## config.mk

```make
export PLATFORM = sky130hd
export DESIGN_NAME = fp_sequencer
export DESIGN_NICKNAME = d
export VERILOG_FILES = /design/src/rtl/fp_ctrl_pkg.sv /design/src/rtl/fp_timeout_counter.sv /design/src/rtl/fp_sequencer.sv
export SDC_FILE = /design/constraint.sdc
export NUM_CORES = 1
export LEC_CHECK = 0
export ABC_AREA = 1
export BUFFER_PORTS_ARGS = -buffer_cell sky130_fd_sc_hd__buf_2
export CORE_MARGIN = 4
export CORE_UTILIZATION = 55
export CTS_CLUSTER_SIZE = 8
export DETAILED_ROUTE_END_ITERATION = 10
export GPL_TIMING_DRIVEN = 0
export PLACE_DENSITY_LB_ADDON = 0.25
export SYNTH_ARGS = -nofsm -noshare
export SYNTH_HDL_FRONTEND = slang
export SYNTH_HIERARCHICAL = 1
export SYNTH_SLANG_ARGS = --single-unit
```

## constraint.sdc

```tcl
create_clock -name clk -period 2.39 [get_ports clk]
set_input_delay 0.239 -clock clk [delete_from_list [all_inputs] [get_ports clk]]
set_output_delay 0.239 -clock clk [all_outputs]
set_load 0.01 [all_outputs]
```

## src/rtl/fp_ctrl_pkg.sv

```systemverilog
// rtl/fp_ctrl_pkg.sv - shared encodings for the FP control slice
package fp_ctrl_pkg;

    typedef enum logic [2:0] {
        ST_IDLE    = 3'd0,
        ST_READ    = 3'd1,
        ST_START   = 3'd2,
        ST_WAIT    = 3'd3,
        ST_CAPTURE = 3'd4,
        ST_WRITE   = 3'd5,
        ST_LOAD_WB = 3'd6,
        ST_ERR     = 3'd7
    } fp_state_t;

    localparam logic [1:0] OP_FADD = 2'b00;
    localparam logic [1:0] OP_FSUB = 2'b01;
    localparam logic [1:0] OP_FMUL = 2'b10;
    localparam logic [1:0] OP_FLW  = 2'b11;

    localparam logic [2:0] RM_RNE  = 3'b000;
    localparam logic [2:0] RM_RTZ  = 3'b001;
    localparam logic [2:0] RM_RDN  = 3'b010;
    localparam logic [2:0] RM_RUP  = 3'b011;
    localparam logic [2:0] RM_RMM  = 3'b100;
    localparam logic [2:0] RM_ILL5 = 3'b101;
    localparam logic [2:0] RM_ILL6 = 3'b110;
    localparam logic [2:0] RM_DYN  = 3'b111;

    localparam logic [1:0] ERR_OK      = 2'b00;
    localparam logic [1:0] ERR_RM      = 2'b01;
    localparam logic [1:0] ERR_TIMEOUT = 2'b10;

    // Instruction field wins unless it asks for the dynamic mode from fcsr.
    function automatic logic [2:0] resolve_rm(input logic [2:0] rm_insn, input logic [2:0] frm);
        return (rm_insn == RM_DYN) ? frm : rm_insn;
    endfunction

    function automatic logic rm_illegal(input logic [2:0] rm);
        return (rm == RM_ILL5) || (rm == RM_ILL6);
    endfunction

endpackage

```

## src/rtl/fp_timeout_counter.sv

```systemverilog
// rtl/fp_timeout_counter.sv - 8-bit wait counter flagging the last allowed WAIT cycle
module fp_timeout_counter #(
    parameter int TIMEOUT = 64
) (
    input  logic clk,
    input  logic reset,
    input  logic clear,
    input  logic en,
    output logic hit
);

    logic [7:0] count;

    always_ff @(posedge clk or posedge reset) begin
        if (reset) begin
            count <= 8'd0;
        end else if (clear) begin
            count <= 8'd0;
        end else if (en) begin
            count <= count + 8'd1;
        end
    end

    assign hit = (count == 8'(TIMEOUT - 1));

endmodule

```

## src/rtl/fp_sequencer.sv

```systemverilog
// rtl/fp_sequencer.sv - FP-side control sequencer: operand read, ALU handshake, result write-back
module fp_sequencer
    import fp_ctrl_pkg::*;
#(
    parameter int TIMEOUT = 64
) (
    input  logic       clk,
    input  logic       reset,
    input  logic       req,
    input  logic [1:0] op,
    input  logic [2:0] rm_insn,
    input  logic [2:0] frm,
    input  logic       done_fp,
    output logic       busy,
    output logic       ack,
    output logic [1:0] err,
    output logic       load_rs1_fp,
    output logic       load_rs2_fp,
    output logic       start_add_sub_fp,
    output logic       start_mult_fp,
    output logic       sub_fp,
    output logic [2:0] rounding_mode,
    output logic       load_alu_fp,
    output logic       load_fp_regfile,
    output logic       sel_rd_fp
);

    fp_state_t  state;
    logic [1:0] op_q;
    logic       to_hit;
    logic [2:0] rm_res;

    assign rm_res = resolve_rm(rm_insn, frm);

    fp_timeout_counter #(.TIMEOUT(TIMEOUT)) u_timeout (
        .clk   (clk),
        .reset (reset),
        .clear (state == ST_START),
        .en    ((state == ST_WAIT) && !done_fp),
        .hit   (to_hit)
    );

    // Outputs are registered alongside the state they belong to, so each
    // branch sets the strobes of the state being entered.
    always_ff @(posedge clk or posedge reset) begin
        if (reset) begin
            state            <= ST_IDLE;
            op_q             <= OP_FADD;
            busy             <= 1'b0;
            ack              <= 1'b0;
            err              <= ERR_OK;
            load_rs1_fp      <= 1'b0;
            load_rs2_fp      <= 1'b0;
            start_add_sub_fp <= 1'b0;
            start_mult_fp    <= 1'b0;
            sub_fp           <= 1'b0;
            rounding_mode    <= RM_RNE;
            load_alu_fp      <= 1'b0;
            load_fp_regfile  <= 1'b0;
            sel_rd_fp        <= 1'b0;
        end else begin
            ack              <= 1'b0;
            err              <= ERR_OK;
            load_rs1_fp      <= 1'b0;
            load_rs2_fp      <= 1'b0;
            start_add_sub_fp <= 1'b0;
            start_mult_fp    <= 1'b0;
            load_alu_fp      <= 1'b0;
            load_fp_regfile  <= 1'b0;
            sel_rd_fp        <= 1'b0;
            case (state)
                ST_IDLE: begin
                    if (req) begin
                        op_q          <= op;
                        sub_fp        <= (op == OP_FSUB);
                        rounding_mode <= rm_res;
                        busy          <= 1'b1;
                        if (op == OP_FLW) begin
                            state           <= ST_LOAD_WB;
                            load_fp_regfile <= 1'b1;
                            sel_rd_fp       <= 1'b1;
                            ack             <= 1'b1;
                        end else if (rm_illegal(rm_res)) begin
                            state <= ST_ERR;
                            ack   <= 1'b1;
                            err   <= ERR_RM;
                        end else begin
                            state       <= ST_READ;
                            load_rs1_fp <= 1'b1;
                            load_rs2_fp <= 1'b1;
                        end
                    end
                end
                ST_READ: begin
                    state            <= ST_START;
                    start_add_sub_fp <= (op_q != OP_FMUL);
                    start_mult_fp    <= (op_q == OP_FMUL);
                end
                ST_START: begin
                    state <= ST_WAIT;
                end
                ST_WAIT: begin
                    // A completion arriving on the limit cycle still wins.
                    if (done_fp) begin
                        state       <= ST_CAPTURE;
                        load_alu_fp <= 1'b1;
                    end else if (to_hit) begin
                        state <= ST_ERR;
                        ack   <= 1'b1;
                        err   <= ERR_TIMEOUT;
                    end
                end
                ST_CAPTURE: begin
                    state           <= ST_WRITE;
                    load_fp_regfile <= 1'b1;
                    ack             <= 1'b1;
                end
                default: begin
                    state <= ST_IDLE;
                    busy  <= 1'b0;
                end
            endcase
        end
    end

endmodule

```

==> results of run 1 <==
## worst max-delay path, delay by kind of cell (launching register included)
kind,cells,cell delay (ns)
buf+inv,1,0.04
simple gates,6,1.36
flops,1,0.45
## cell families (layout without fill, tap and decap cells)
kind of cell	Yosys count	after routing	share of synthesized area
AO/OA/AOI/OAI	21	21	0.0991
XOR/XNOR	1	1	0.00661
adder cells (fa/ha/maj)	1	1	0.00944
buffers and inverters	30	61	0.0878
flip-flops	27	27	0.510
AND/OR/NAND/NOR	76	76	0.287
## where the power goes
group          internal [mW]  total [mW]  switching [mW]
Combinational          0.210       0.571           0.361
Sequential             0.581       0.654          0.0732
Clock                 0.0629       0.201           0.138
## per-layer routing
metal / routed length, um / part of all wire / GRT usage / vias up
li1: - / - / - / 551
met1: 1080 / 0.42 / 0.196 / 520
met2: 1310 / 0.51 / 0.302 / 26
met3: 141 / 0.055 / 0.0317 / 4
met4: 46 / 0.018 / 0.0695 / 0
met5: 0 / 0 / 0 / -
## sequential cells by signal (all words and copies together), names as in the netlist, 2 cells and up
| register | flops |
|---|---|
| u_timeout/count | 8 |
| op_q | 2 |
| rounding_mode | 3 |
| state | 3 |
| err | 2 |
## what timing repair did
| item | in CTS | in global routing |
|---|---|---|
| hold endpoints to repair | 8 | 0 |
| hold buffers | 1 | 0 |
| endpoints found under the setup margin | 0 | 0 |
| buffers inserted | 0 | 0 |
## worst max-delay path by stage
stage	slack (ns)	from	endpoint	cells after the start
2_1_floorplan	0.82	state[0]$_DFFE_PP0P_	u_timeout/count[5]$_DFFE_PP0P_	6
3_3_place_gp	0.53	state[0]$_DFFE_PP0P_	u_timeout/count[5]$_DFFE_PP0P_	6
3_5_place_dp	0.49	state[0]$_DFFE_PP0P_	u_timeout/count[7]$_DFFE_PP0P_	7
4_1_cts	0.46	state[0]$_DFFE_PP0P_	u_timeout/count[7]$_DFFE_PP0P_	7
5_1_grt	0.29	state[0]$_DFFE_PP0P_	u_timeout/count[7]$_DFFE_PP0P_	7
6_report	0.48	state[0]$_DFFE_PP0P_	u_timeout/count[7]$_DFFE_PP0P_	7
## cells in the final DEF, fill, tap and decap left out
cell type      count
dlygate4sd3_1      1
nand4_1            1
ha_1               1
nand2_2            4
a21oi_1            7
a211oi_1           1
xnor2_1            1
o21ai_1            4
o21ai_0            3
nand3_2            3
buf_2             26
nor2_8             1
clkbuf_4           3
buf_4              1
clkinv_2           1
inv_1             27
nor2_1            16
nor2_2             2
nand2_1           27
nand3_1            9
o22a_2             1
inv_2              2
dfrtp_1           27
nor2_4             2
nor3b_1            1
o21ai_2            5
nor3_1            10
## area by class of cell
type / instances / share of cell area
Buffer: 1 / 0.00491
Clock buffer: 3 / 0.0147
Clock inverter: 1 / 0.00328
Inverter: 29 / 0.0713
Multi-Input combinational cell: 99 / 0.349
Sequential cell: 27 / 0.442
Tap cell: 28 / 0.0229
Timing Repair Buffer: 27 / 0.0917
## per-stage QoR
step	total power [mW]	hold slack [ns]
after floorplan	1.07	0.0547
after global placement	1.21	0.214
after detailed placement	1.24	0.213
after CTS	1.44	0.104
after global routing	1.53	0.0916
final	1.43	0.111
==> run summary, run 1 <==
status: finished clean
top-area cell type share of the netlist area: 0.510
Synthesized Nets: 169
Core ar.: 0.00225 mm2
CTS Sinks: 27
slew at the pin closest to its max-slew limit: 0.919 ns
Routability Congestion: 0.769
Yosys top cell by area: dfrtp_1
crit path DAT: 2.18 ns
first-pass GRT wire length: 4.37 mm
Synth Warn #: 6
Cells after Synth: 156
PwrDens: 934 mW/mm2
# rows: 17
Ports: 27
asr flop ratio synth: 1.00
post-synthesis register bit count: 27
vias in the first global route: 1060
register area: 676 um2
Slew Limit Fails: 0
Post-Place Cells: 210
Post-Layout Cell Count: 215
sequential share of the synthesized area: 0.510
final instance area: 0.00153 mm2
r2r startpoint: state[0]$_DFFE_PP0P_
CP Cell Sequence: nor3_1, nor2_2, nor2_4, nand3_1, nand2_1, inv_1, nor2_1
RSZ-0062 raised after global routing: false
Final ANT Viol Nets: 0
Max IR drop VDD: 0.000622 V
Die Y: 57.1 um
post-layout util: 0.678
Clk Latency, worst-skew pair: 0.33 ns
Slew headroom: 0.382
Reg2Reg Depth: 7
cell area after synthesis: 0.00133 mm2
Fmax: 524 MHz
initial drt markers: 27
clock transition at the registers of the reported paths: 0.15 ns
RR Endpoint: u_timeout/count[7]$_DFFE_PP0P_
# resized after CTS: 0
Worst Skew: 0.00783 ns
fin crit share: 0.799
Final min period: 1.91 ns
crit path capture type: flip-flop
worst hold stages: 2
Final WS setup: 0.480 ns
Filler Cell Count: 204
Via density: 5.12
starting density of the core: 0.588
min-delay worst type: in -> reg
final wirelength: 2.58 mm
Mean Syn Cell Area: 8.49 um2
initial antenna violation count: 0
total CTS buffers: 3
gr usage total: 0.168
I/O Buffers: 26
Post-Place Setup Slack: 0.491 ns
final net count: 201
crit path max fanout: 8
Sum Neg Setup Slack: 0 ns
Vias: 1101
Commonest cells post-synth: dfrtp_1 (27), inv_1 (27), nand2_1 (27), nor2_1 (16), nor3_1 (10)
HPWL Detailed: 2.09 mm
worst-case hold path end point: sub_fp$_DFFE_PP0P_
Yosys cell types: 23
Area after DPL: 0.00149 mm2
die area: 0.00326 mm2
largest net degree at the start of global routing: 20
# diodes: 0
CTS tree: done
leakage power: 0.836 nW
hold path start: op[1]
grt total ovfl: 0
Post-synth EDFFs: 0
dominant synthesized flop cell: dfrtp_1
Bufs on Longest Clock Path: 2
CTS root buf: clkbuf_4
ratio of cells with drive above 1 in the final layout: 0.273
first-pass detailed-route iteration total: 4
Worst setup SP type: flip-flop
top cells by area, synth: dfrtp_1 (51%), inv_1 (7.6%), nand2_1 (7.6%)
htree depth: 1
Hold Vio Cnt, Final: 0
Layout area overhead: 15.3%
CP max-delay cell: nor3_1
crit-path max cell delay: 0.77 ns
max cap viols: 0
Critical Path RT: 2.66 ns
routed len/inst: 12.0 um
reg2reg setup slack: 0.48 ns
final setup fails: 0
area of the multi-input gates: 533 um2
DRC Markers: 0
Setup CP Type: reg -> reg
die width: 57.1 um
Power figures use the tool's default switching activity.
==> inputs of run 2 (changes only) <==
Settings changed: CORE_UTILIZATION 55 to 53.
Clock period 2.39 ns to 1.85 ns, I/O delays scaled along.
==> run 2 against run 1 <==
Via count is 0.45% lower. Routed wire length is 3.1% higher. Cell area is 0.33% higher. Clock-buffer cell count stayed put. Clock skew is 0.0070 ns higher. Worst setup slack worse by 0.25 ns. Core utilization is 1.0 points lower. Combinational power is 33% higher. Total power is 31% higher. Register-to-register slack worse by 0.25 ns. Fmax is 18% higher. Die area is 3.2% higher. Critical path type unchanged. Largest power group unchanged.
==> run summary, run 2 (synthesized netlist as in run 1, its figures left out) <==
status: finished clean
Setup CP Type: reg -> reg
final hold slack: 0.0353 ns
vias in the first global route: 1065
first-pass GRT wire length: 4.61 mm
Clk Latency, worst-skew pair: 0.34 ns
initial antenna violation count: 0
CTS root buf: clkbuf_4
Largest regs: u_timeout/count x8, rounding_mode x3, state x3
crit path DAT: 1.89 ns
clock transition at the registers of the reported paths: 0.16 ns
RSZ-0062 raised after global routing: false
HPWL Detailed: 2.05 mm
Via density: 5.10
CTS tree: done
largest net degree at the start of global routing: 20
Fmax: 617 MHz
Slew headroom: 0.522
leakage power: 0.837 nW
grt total ovfl: 0
Vias: 1096
Final ANT Viol Nets: 0
RR Endpoint: u_timeout/count[7]$_DFFE_PP0P_
Die Y: 58 um
r2r startpoint: state[0]$_DFFE_PP0P_
Worst setup SP type: flip-flop
final wirelength: 2.66 mm
slew at the pin closest to its max-slew limit: 0.716 ns
Routability Congestion: 0.833
final net count: 201
crit path from: state[0]$_DFFE_PP0P_
largest register by flop count: u_timeout/count
Hold Vio Cnt, Final: 0
fin crit share: 0.877
Post-Place Setup Slack: -0.0346 ns
CTS Sinks: 27
Filler Cell Count: 193
most frequent cells in the layout: inv_1 (27), nand2_1 (27), dfrtp_1 (27)
PwrDens: 1220 mW/mm2
max cap viols: 0
initial drt markers: 52
worst setup path end: u_timeout/count[7]$_DFFE_PP0P_
Layout area overhead: 15.7%
Final WS setup: 0.228 ns
Bufs on Longest Clock Path: 2
Ports: 27
Reg2Reg Depth: 7
I/O Buffers: 26
# rows: 17
gr usage total: 0.176
reg2reg setup slack: 0.23 ns
min-delay worst type: in -> reg
crit path capture type: flip-flop
Area after DPL: 0.00149 mm2
first-pass detailed-route iteration total: 4
final instance area: 0.00153 mm2
routed len/inst: 12.4 um
htree depth: 1
Sum Neg Setup Slack: 0 ns
Worst Skew: 0.0149 ns
max reg flops: 8
Slew Limit Fails: 0
DRC Markers: 0
ratio of cells with drive above 1 in the final layout: 0.278
# diodes: 0
Critical Path RT: 2.12 ns
final setup fails: 0
Pwr Total: 1.87 mW
die area: 0.00336 mm2
total CTS buffers: 3
die width: 58 um
Core ar.: 0.00230 mm2
starting density of the core: 0.577
crit path max fanout: 8
Final min period: 1.62 ns
Max IR drop VDD: 0.00126 V
[run 2: cell counts in the layout (fill, tap and decap cells not counted)]
Identical to the previous run, type by type.
[run 2: final cells by class]
cell class              instances  area, um2  area share
plain buffers                   1       7.51     0.00490
repair buffers                 27        140      0.0914
clock inverters                 1       5.00     0.00327
well taps                      28       35.0      0.0229
inverters                      29        109      0.0710
multi-input cells              99        538       0.351
clock buffers                   3       22.5      0.0147
flip-flops and latches         27        676       0.441
[run 2: worst min path at each step]
stage          cells after the start  slack (ns)                             end   from
2_1_floorplan                      1      0.0007  u_timeout/count[0]$_DFFE_PP0P_  reset
4_1_cts                            2        0.04              sub_fp$_DFFE_PP0P_  op[1]
3_3_place_gp                       2        0.15  u_timeout/count[5]$_DFFE_PP0P_  reset
6_report                           2        0.04              sub_fp$_DFFE_PP0P_  op[1]
3_5_place_dp                       2        0.17  u_timeout/count[5]$_DFFE_PP0P_  reset
5_1_grt                            2        0.05              sub_fp$_DFFE_PP0P_  op[1]
[run 2: timing repair]
item                                    4_1_cts  5_1_grt
gates resized for setup                       1        0
hold buffers                                  1        0
setup buffers                                 0        0
hold endpoints to repair                     27        0
endpoints found under the setup margin        4        0
[run 2: worst max-delay path, stage by stage (launching register included)]
cell	delay (ns)
dfrtp_1	0.47
nor3_2	0.50
nor2_2	0.15
nor2_4	0.15
nand3_1	0.08
nand2_1	0.07
inv_1	0.04
nor2_1	0.08
[run 2: through the flow]
step                      std cells  utilization
after floorplan                 156            -
after global placement          210        0.649
after detailed placement        210        0.649
after CTS                       215        0.667
after global routing            215        0.667
final                           215        0.667
[run 2: layer usage]
metal  vias to the layer above  share of wire  track usage
li1                        555              -            -
met1                       519           0.46        0.231
met2                        20           0.49        0.300
met3                         2          0.040       0.0334
met4                         0         0.0064       0.0397
met5                         -              0            0
[run 2: where the power goes]
group	switching, mW	internal, mW
clock network	0.183	0.0813
logic	0.483	0.274
registers	0.0957	0.750
total	0.762	1.11
==> inputs of run 3 (changes only) <==
Settings changed: SETUP_SLACK_MARGIN set to 0.5.
==> run 3 against run 2 <==
Routed wire length up 24%. Fmax increased by 15%. Highest routed layer unchanged. Core utilization grew 7.1 points. Largest power group is now combinational logic. Combinational power is 30% higher. Critical path type unchanged. Die area unchanged.
==> run summary, run 3 (synthesized netlist as in run 1, its figures left out) <==
status: finished clean
post-layout util: 0.738
die width: 58 um
gr usage total: 0.203
routed len/inst: 14.5 um
Ports: 27
I/O Buffers: 26
htree depth: 1
most frequent cells in the layout: nand2_1 (26), buf_2 (26), inv_1 (25), dfrtp_1 (25), nor2_1 (15)
worst-case hold path end point: sub_fp$_DFFE_PP0P_
Largest regs: u_timeout/count x8, rounding_mode x3, state x3
# rows: 17
DRC Markers: 0
crit path DAT: 1.64 ns
Slew headroom: 0.521
leakage power: 0.933 nW
crit path max fanout: 5
Clk Latency, worst-skew pair: 0.34 ns
final wirelength: 3.30 mm
die area: 0.00336 mm2
largest register by flop count: u_timeout/count
CTS Sinks: 27
Via density: 5.48
final instance area: 0.00170 mm2
PwrDens: 1260 mW/mm2
crit path capture type: flip-flop
CTS root buf: clkbuf_4
max reg flops: 8
slew at the pin closest to its max-slew limit: 0.718 ns
Max IR drop VDD: 0.00107 V
Bufs on Longest Clock Path: 2
Worst setup SP type: flip-flop
vias in the first global route: 1242
Setup CP Type: reg -> reg
min-delay worst type: in -> reg
# diodes: 0
final net count: 214
CTS tree: done
Slew Limit Fails: 0
total CTS buffers: 3
max cap viols: 0
Worst Skew: 0.0100 ns
ratio of cells with drive above 1 in the final layout: 0.385
first-pass GRT wire length: 5.35 mm
RR Endpoint: u_timeout/count[3]$_DFFE_PP0P_
initial drt markers: 70
Critical Path RT: 2.08 ns
fin crit share: 0.763
reg2reg setup slack: 0.44 ns
Fmax: 708 MHz
final hold slack: 0.0353 ns
HPWL Detailed: 2.25 mm
grt total ovfl: 0
Area after DPL: 0.00150 mm2
starting density of the core: 0.577
RSZ-0062 raised after global routing: true
first-pass detailed-route iteration total: 6
largest net degree at the start of global routing: 20
Post-Layout Cell Count: 228
Vias: 1249
Layout area overhead: 28.0%
Routability Congestion: 0.811
Reg2Reg Depth: 6
Die Y: 58 um
Core ar.: 0.00230 mm2
Sum Neg Setup Slack: 0 ns
worst hold stages: 2
Final min period: 1.41 ns
Hold Vio Cnt, Final: 0
hold path start: op[1]
r2r startpoint: state[0]$_DFFE_PP0P_
Final ANT Viol Nets: 0
final setup fails: 0
clock transition at the registers of the reported paths: 0.16 ns
Post-Place Cells: 210
initial antenna violation count: 0
## run 3: cell count changes in the layout (fill, tap and decap cells not counted), moves of 2 or more
cell and delta:
nand2_4 +2, dfrtp_1 -2, inv_1 -2, buf_4 +13
inv_2 +2, nor3_4 +2, dfrtp_2 +2, nor3_1 -3
## run 3: repair_timing
item                       CTS  global route
setup endpoints to repair   10            19
hold buffers                 1             0
hold endpoints to repair    27             0
gates resized for setup      6            10
setup buffers                8             5
pin swaps                    3             3
## run 3: worst max path at each step
stage	from	endpoint	slack, ns
2_1_floorplan	state[2]$_DFFE_PP0P_	u_timeout/count[5]$_DFFE_PP0P_	0.54
3_3_place_gp	state[2]$_DFFE_PP0P_	u_timeout/count[5]$_DFFE_PP0P_	0.43
3_5_place_dp	state[2]$_DFFE_PP0P_	u_timeout/count[5]$_DFFE_PP0P_	0.36
4_1_cts	state[1]$_DFFE_PP0P_	u_timeout/count[7]$_DFFE_PP0P_	0.49
5_1_grt	state[0]$_DFFE_PP0P_	u_timeout/count[3]$_DFFE_PP0P_	0.37
6_report	state[0]$_DFFE_PP0P_	u_timeout/count[3]$_DFFE_PP0P_	0.44
## run 3: where the power goes
group / internal, mW / switching, mW
sequential: 0.755 / 0.119
clock: 0.0830 / 0.187
combinational: 0.406 / 0.579
## run 3: stage by stage
stage	power, mW	setup slack (ns)
detailed placement	1.65	0.355
global route	2.28	0.366
floorplan	1.40	0.541
CTS	2.02	0.493
global placement	1.59	0.431
finish	2.13	0.438
## run 3: layout make-up
cell class | instances | area [um2]
multi-input combinational | 99 | 598
clock inverter | 1 | 7.51
timing repair buffer | 40 | 238
fill | 163 | 602
sequential | 27 | 678
clock buffer | 3 | 22.5
tap | 28 | 35.0
inverter | 29 | 109
buffer | 1 | 7.51
## run 3: per-layer routing
layer,track usage,vias up,part of all wire,wire length [um]
met5,0,-,0,0
met4,0.0795,0,0.036,120
met3,0.0379,17,0.055,182
met2,0.363,60,0.50,1660
met1,0.240,590,0.40,1340
li1,-,582,-,-
## run 3: critical path, stage by stage, from the launching register on
cell	delay, ns
dfrtp_2	0.50
nand3_4	0.13
nor2_4	0.06
nor2_2	0.22
inv_1	0.13
a21oi_1	0.18
nor3_1	0.07
